$ cat config.mk
export PLATFORM = sky130hd
export DESIGN_NAME = reg_dump_unit
export DESIGN_NICKNAME = d
export VERILOG_FILES = /design/src/rtl/reg_dump_unit.sv
export SDC_FILE = /design/constraint.sdc
export NUM_CORES = 1
export LEC_CHECK = 0
export ABC_CLOCK_PERIOD_IN_PS = 4600
export CAP_MARGIN = 20
export CORE_UTILIZATION = 47
export DETAILED_ROUTE_END_ITERATION = 8
export GPL_TIMING_DRIVEN = 0
export PLACE_DENSITY = 0.95
export SETUP_SLACK_MARGIN = 0.15
export SYNTH_ARGS = -nofsm -noshare
export SYNTH_HDL_FRONTEND = slang
export SYNTH_SLANG_ARGS = --single-unit
$ cat constraint.sdc
create_clock -name clk -period 4.6 [get_ports clk]
set_clock_uncertainty 0.1 [all_clocks]
set_input_delay 0.92 -clock clk [delete_from_list [all_inputs] [get_ports clk]]
set_output_delay 0.92 -clock clk [all_outputs]
set_load 0.01 [all_outputs]
$ cat src/rtl/reg_dump_unit.sv
`default_nettype none
// ============================================================================
// Module   : reg_dump_unit
// Purpose  : Walks a register-file read port from FIRST_REG to LAST_REG and
//            streams each (index, value) pair out over a valid/ready channel.
//            Each beat takes a READ cycle (capture) followed by a SEND cycle
//            (held until accepted), so a free-running consumer sees one beat
//            every two cycles.
// Ports    : clk        - clock, all state changes on the rising edge
//            rstn       - asynchronous active-low reset
//            start      - one-cycle dump request, honoured only when idle
//            abort      - terminates an active dump (ignored when idle)
//            rd_addr    - register-file read address (tracks current index)
//            rd_data    - combinational read data for rd_addr
//            out_valid  - out_idx/out_data hold a beat
//            out_ready  - consumer accepts the beat when valid && ready
//            out_idx    - register index of the current beat
//            out_data   - captured register value
//            busy       - high while a dump is in progress
//            done       - one-cycle pulse after the final beat or an abort
// Params   : FIRST_REG, LAST_REG - inclusive index range, 0 <= FIRST <= LAST <= 31
// Revision : 1.0 - initial release
// ============================================================================
module reg_dump_unit #(
    parameter int FIRST_REG = 0,
    parameter int LAST_REG  = 31
) (
    input  logic        clk,
    input  logic        rstn,
    input  logic        start,
    input  logic        abort,
    output logic [4:0]  rd_addr,
    input  logic [31:0] rd_data,
    output logic        out_valid,
    input  logic        out_ready,
    output logic [4:0]  out_idx,
    output logic [31:0] out_data,
    output logic        busy,
    output logic        done
);

    localparam logic [4:0] c_first_reg = 5'(FIRST_REG);
    localparam logic [4:0] c_last_reg  = 5'(LAST_REG);

    typedef enum logic [1:0] {
        S_IDLE = 2'd0,
        S_READ = 2'd1,
        S_SEND = 2'd2
    } state_t;

    state_t      r_state;
    logic [4:0]  r_idx;
    logic        r_out_valid;
    logic [4:0]  r_out_idx;
    logic [31:0] r_out_data;
    logic        r_done;

    always_ff @(posedge clk or negedge rstn) begin
        if (!rstn) begin
            r_state     <= S_IDLE;
            r_idx       <= c_first_reg;
            r_out_valid <= 1'b0;
            r_out_idx   <= 5'd0;
            r_out_data  <= 32'd0;
            r_done      <= 1'b0;
        end else begin
            r_done <= 1'b0;
            case (r_state)
                S_IDLE: begin
                    // abort has no meaning here, so start always wins
                    if (start) begin
                        r_idx   <= c_first_reg;
                        r_state <= S_READ;
                    end
                end
                S_READ: begin
                    if (abort) begin
                        r_out_valid <= 1'b0;
                        r_done      <= 1'b1;
                        r_state     <= S_IDLE;
                    end else begin
                        // Capture the value present on the port at this edge;
                        // a write landing on the same edge is not observed.
                        r_out_data  <= rd_data;
                        r_out_idx   <= r_idx;
                        r_out_valid <= 1'b1;
                        r_state     <= S_SEND;
                    end
                end
                S_SEND: begin
                    // abort takes priority over a simultaneous acceptance
                    if (abort) begin
                        r_out_valid <= 1'b0;
                        r_done      <= 1'b1;
                        r_state     <= S_IDLE;
                    end else if (r_out_valid && out_ready) begin
                        r_out_valid <= 1'b0;
                        if (r_idx == c_last_reg) begin
                            // index stays at LAST_REG: no wrap past the range
                            r_done  <= 1'b1;
                            r_state <= S_IDLE;
                        end else begin
                            r_idx   <= r_idx + 5'd1;
                            r_state <= S_READ;
                        end
                    end
                end
                default: begin
                    r_out_valid <= 1'b0;
                    r_state     <= S_IDLE;
                end
            endcase
        end
    end

    // The read address simply follows the index register: it equals idx in
    // READ and holds the last index everywhere else.
    assign rd_addr   = r_idx;
    assign out_valid = r_out_valid;
    assign out_idx   = r_out_idx;
    assign out_data  = r_out_data;
    assign busy      = (r_state != S_IDLE);
    assign done      = r_done;

endmodule
`default_nettype wire

== After elaboration in Yosys (flattened, before gate mapping) ==
Cells that the tools add are included.
Widths: inputs -> output; s select.

* Flip-flop bits (word level): 46
* Output and inout bits: 45
* Logic and storage cells: 45

* Add/subtract/negate cells: 1
* Eq/ne operators: 8
* Muxes and demuxes: 20
* Bitwise gates (word level): 2
* Reductions and logical operators: 8

{| class="wikitable"
|+ Operator list
! kind !! count
|-
| $mux 5 || 4
|-
| $pmux 5 s2 || 1
|-
| $mux 1 || 8
|-
| $mux 2 || 4
|-
| $ne 2x2->1 const B || 4
|-
| $pmux 2 s3 || 1
|-
| $reduce_and 2->1 || 3
|-
| $add 5x1->5 const B || 1
|-
| $eq 5x5->1 const B || 1
|-
| $reduce_and 5->1 || 1
|-
| $reduce_bool 2->1 || 2
|-
| $ne 3x3->1 const B || 1
|-
| $pmux 1 s3 || 1
|-
| $eq 2x1->1 const B || 1
|-
| $eq 2x2->1 const B || 1
|-
| $logic_not 2->1 || 1
|-
| $not 1->1 || 2
|-
| $pmux 1 s2 || 1
|-
| $logic_and 1x1->1 || 1
|}

== Logic depth before layout (Yosys ltp) ==
* Word-level depth: 5
* Mapped depth: 6
* Depth with buffers taken out: 6

== Worst setup path before layout ==
Ideal clock, no wire load.

* Kind: flip-flop to flip-flop
* Start: register r_idx[0] (netlist: rd_addr[0])
* End: register r_idx[3] (netlist: rd_addr[3])
* Arrival: 1748 ps
* Data required time: 4396 ps
* Setup slack: 2649 ps
* Cell stages (with the launch flop): 7
* Buffers on the path: 0
* Clock period less this slack: 1951 ps
* Path through: dfrtp_1 ha_1 and3_1 ha_1 nand4bb_4 or2_0 o311ai_1

* Cells in the longest elaborated chain, start to end: 5
* Elaborated cells on any way between the ends: 8

{| class="wikitable"
|+ Ends and longest elaborated chain
! element !! line !! source
|-
| from (decl) || 52 || <nowiki>logic [4:0] r_idx;</nowiki>
|-
| from (signal assigned) || 61 || <nowiki>r_idx <= c_first_reg;</nowiki>
|-
| from (signal assigned) || 72 || <nowiki>r_idx <= c_first_reg;</nowiki>
|-
| from (signal assigned) || 103 || <nowiki>r_idx <= r_idx + 5'd1;</nowiki>
|-
| $add 5x1->5 || 103 ||
|-
| $mux 5 || 98 || <nowiki>if (r_idx == c_last_reg) begin</nowiki>
|-
| $mux 5 || 96 || <nowiki>end else if (r_out_valid && out_ready) begin</nowiki>
|-
| $mux 5 || 92 || <nowiki>if (abort) begin</nowiki>
|-
| $pmux 5 s2 || 68 || <nowiki>case (r_state)</nowiki>
|}

Parallel ways exist; a longest one is shown, timed or not. The select of a mux whose other input is x is not followed.
A chain may end at the register's enable or synchronous reset.

== Final worst setup path ==
* Start: register r_state[0]
* End: output busy

* Cells in the longest elaborated chain, start to end: 1

{| class="wikitable"
|+ Ends and longest elaborated chain
! element !! line !! source
|-
| from (decl) || 51 || <nowiki>state_t r_state;</nowiki>
|-
| from (signal assigned) || 60 || <nowiki>r_state <= S_IDLE;</nowiki>
|-
| from (signal assigned) || 73 || <nowiki>r_state <= S_READ;</nowiki>
|-
| from (signal assigned) || 80 || <nowiki>r_state <= S_IDLE;</nowiki>
|-
| $reduce_bool 2->1 || 122 || <nowiki>assign busy = (r_state != S_IDLE);</nowiki>
|-
| to (decl) || 38 || <nowiki>output logic busy,</nowiki>
|}

Every way passes these cells.

==> results.md <==
- In the routed layout, each cell is associated on average with a via count of 5.17.
- The final weighted congestion in routability-driven placement is 0.824.
- The number of vias after detailed routing is 1468.
- The worst vdd rail ir drop is approximately 0.00033 V.
- Synthesis inferred 46 register bits.
- The cell class contributing the biggest share of worst-path delay is buffers and inverters.
- At the worst endpoint, the required time is 3.58 ns.
- The cell with the biggest individual delay on the critical path is clkdlybuf4s50_1.
- The post-CTS setup buffer count is 0.
- The number of nets in the layout is 276.
- Together, buffers and inverters on the worst path number 3.
- The most common library cell in the layout ignoring fill and taps is clkdlybuf4s50_1.
- The area of the mapped netlist is 2080 um2.
- The number of pins with negative max-slew slack in the final report was 0.
- The power density over the cells is about 620 nW/um2.
- Per report_power, the sequential group accounts for 34.6% of the total.
- The internal power consumption is 1.36 mW.
- The wire length on met3 is 279 um.
- The total global-route track usage is around a fifth.
- The worst-skew pair later-pin latency is 0.29 ns.
- Counting stages on the worst path, the most repeated cell is inv_1.
- Data arrives at the worst endpoint at 1.72 ns.
- The flow ran to the end, and the final reports show no timing, DRC or antenna violations.
- Summing all non-filler instances in the final layout gives an area of around 3100 um2.
- Counting along the longest clock path gives a buffer depth of 2.
- Summed over all cells, the static leakage comes to 1.36 nW.
- The floorplan has 23 rows.
- In the final layout, the multi-input gates occupy between 800 and 900 um2.
- In this run the count of I/O pins placed on the die edge is 82.
- The H-tree generated during clock tree synthesis spans 2 levels.
- Relative to the synthesized area, the layout overhead comes to 49.5%.
- The count of warnings emitted by yosys is 0.
- The number of antenna violations at the first check in global routing is 0.
- The tool flagged a number of max-cap violations equal to 0.
- The top cell types in the final layout, fill and taps aside, are clkdlybuf4s50_1 (80), dfrtp_1 (46), mux2_4 (20).
- Clock tree synthesis selected as its root buffer the cell clkbuf_8.
- Setup violations remaining at the end of the flow were counted as 0.
- For this block, the routed nets add up to 4.26 mm of wire.
- Detailed placement finished with a half-perimeter wire length of 3.17 mm.
- For the pin with the worst max-slew slack, the measured transition is 0.500 ns.
- The capturing element type of the critical path is a primary output.
- The clock sink count is 46.
- Per report_power, the clock group accounts for 18.9% of the total.
- For the final routed database, the setup TNS stands at 0 ns.
- Setup repair after global routing left no endpoint under its margin.
- 0 antenna diodes ended up in the layout.
- The type of the tightest min-delay check is reg2reg.
- In this run switching power makes up around 29% of total power.
- The net count of the mapped netlist is 187.
- Counting the buffers created by CTS gives 5.
- The detailed-routed wire length on met2 is roughly 2.3 mm.
- The unique cell type count in the Yosys netlist is 30.
- The first routing iteration left 43 violations.
- The combinational share of power is 46.5%.
- In this run the tightest slew margin relative to its limit is 65.7%.
- Entering global routing, the biggest net connects 34 pins.
- Dividing the detail-routed wire length by the instance count gives 15.0 um.
- The reported net switching power is 0.553 mW.
- The x dimension of the die is 68.5 um.
- For this design, the CTS-stage hold fixing added 0 buffers.
- The top routing layer in use is met4.
- The detailed-routing iteration count for the pre-antenna-repair pass is 4.
- The cell area reported after detailed placement is a little under 3000 um2.
- In this run the mean area of a mapped cell was roughly 14 um2.
- The number of inserted filler cells in the final layout is 279.
- The post-cts resize count is 0.
- The final critical-path required period is between 2 and 3 ns.
- The critical path in this run is classified as reg2out.
- The top fanout value on the critical path is 5.
- Once detail routing completed, the nets flagged for antenna violations numbered 0.
- The sequential standard cell area is 1150 um2.
- Synthesis produced 144 cells.
- The DRC violation count after routing is 0.
- The overflow left after global routing is 0.
- The die is approximately 69 um tall.
- The initial core utilization is 50.6%.
- The number of global-route vias before repair is 1468.
- Walking the worst path, the cells encountered are inv_1 -> ha_1 -> inv_1 -> clkdlybuf4s50_1.
- Clock-pin slew was measured on the worst setup and hold paths at about 0.08 ns.
- The startpoint type of the worst setup path is a flip-flop.
- The detailed router put a total of 1.70 mm of wire on met1.
- The die covers 4700 um2.
- TritonCTS built the clock tree.
- The final critical path takes up 59.5% of the cycle.
- The stage delay of the slowest cell on the critical path is roughly 0.55 ns.
- The total area inside the core boundary comes to roughly 4100 um2.
- The final-report hold violation count came to 0.
- The sequential element share of the synthesized area is 55.3%.
- The first global-routing pass estimated 6.68 mm of wire.
- Based on the critical path, the design can be clocked at up to about 370 MHz.
- The total of buffers placed on input and output ports is 81.
- The ratio of cells with drive above 1 in the final layout is about a fifth.
[synthesized netlist by cell type, drive strengths merged]
| master | instances | area share (%) |
|---|---|---|
| a21oi | 2 | 0.48 |
| or3b | 1 | 0.42 |
| and4bb | 1 | 0.60 |
| nand3 | 4 | 0.96 |
| mux2 | 38 | 24 |
| a32oi | 1 | 0.42 |
| or2 | 1 | 0.30 |
| dfrtp | 46 | 55 |
| nand2b | 2 | 0.60 |
| nand2 | 10 | 1.8 |
| a31oi | 2 | 0.60 |
| mux2i | 2 | 0.96 |
| nor2b | 2 | 0.60 |
| o21ai | 3 | 0.72 |
| ha | 6 | 3.6 |
| and3 | 1 | 0.30 |
| a221o | 1 | 0.48 |
| buf | 5 | 2.1 |
| and2 | 2 | 0.60 |
| inv | 6 | 1.1 |
| nand4bb | 1 | 1.3 |
| nor3 | 1 | 0.24 |
| o311ai | 2 | 0.84 |
| o21bai | 1 | 0.36 |
| o211ai | 3 | 1.1 |
[metrics by stage]
stage          setup WS [ns]  cells  total power, mW  util, %  hold slack (ns)
3_3_place_gp            1.27    275             1.54     71.8            0.370
6_report                1.86    284             1.92     75.6            0.395
4_1_cts                 1.86    284             1.94     75.6            0.401
5_1_grt                 1.77    284             2.04     75.6            0.422
2_1_floorplan           2.65    144             1.13        -            0.416
3_5_place_dp            2.03    276             1.57     72.1            0.379
[flip-flops by register name (all words and copies together), names as in the netlist]
register	cells
done	1
out_data	32
out_idx	5
out_valid	1
r_state	2
rd_addr	5
[cell type report]
class / instances / area share, %
Sequential cell: 46 / 37.0
Multi-Input combinational cell: 87 / 27.7
Timing Repair Buffer: 82 / 26.5
Clock buffer: 6 / 2.65
Tap cell: 50 / 2.01
Clock inverter: 2 / 1.93
Buffer: 5 / 1.41
Inverter: 6 / 0.724
[kinds of logic (layout without fill, tap and decap cells)]
| family | count (synthesis) | after routing | synth area share, % |
|---|---|---|---|
| buf+inv | 11 | 101 | 3.19 |
| mux | 40 | 40 | 25.1 |
| simple gates | 26 | 26 | 7.76 |
| fa+ha+maj | 6 | 6 | 3.61 |
| flops | 46 | 46 | 55.3 |
| compound gates | 15 | 15 | 4.99 |
[worst reg2reg max path, cell delays in order (launching register included)]
cell and delay (ns):
dfrtp_1 0.47, ha_1 0.26, and3_1 0.18, ha_1 0.22
and4bb_1 0.32, o21ai_1 0.12, o311ai_1 0.30
[final timing paths]
path / startpoint / to / slack [ns] / cells past startpoint
setup / recovery: r_state[0]$_DFFE_PN0P_ / busy / 1.86 / 4
hold / removal: out_data[7]$_DFFE_PN0P_ / out_data[7]$_DFFE_PN0P_ / 0.40 / 1
setup reg to reg: rd_addr[0]$_DFFE_PN0P_ / rd_addr[0]$_DFFE_PN0P_ / 2.52 / 6
hold reg to reg: out_data[7]$_DFFE_PN0P_ / out_data[7]$_DFFE_PN0P_ / 0.40 / 1
max in group asynchronous: rstn / out_data[24]$_DFFE_PN0P_ / 3.50 / 2
min in group asynchronous: rstn / out_data[2]$_DFFE_PN0P_ / 0.42 / 1
[layer usage]
layer / global-route usage, % / vias to the layer above
met5: 0 / -
met2: 33.8 / 59
met1: 23.5 / 717
li1: - / 688
met4: 5.73 / 0
met3: 6.25 / 4
[power groups by stage]
stage / Clock, mW / Sequential, mW / Combinational (mW)
2_1_floorplan: 0 / 0.739 / 0.392
3_3_place_gp: 0 / 0.660 / 0.880
3_5_place_dp: 0 / 0.673 / 0.894
4_1_cts: 0.371 / 0.665 / 0.901
5_1_grt: 0.388 / 0.687 / 0.961
6_report: 0.362 / 0.662 / 0.891
No activity file was read; power rests on OpenSTA's default activity.
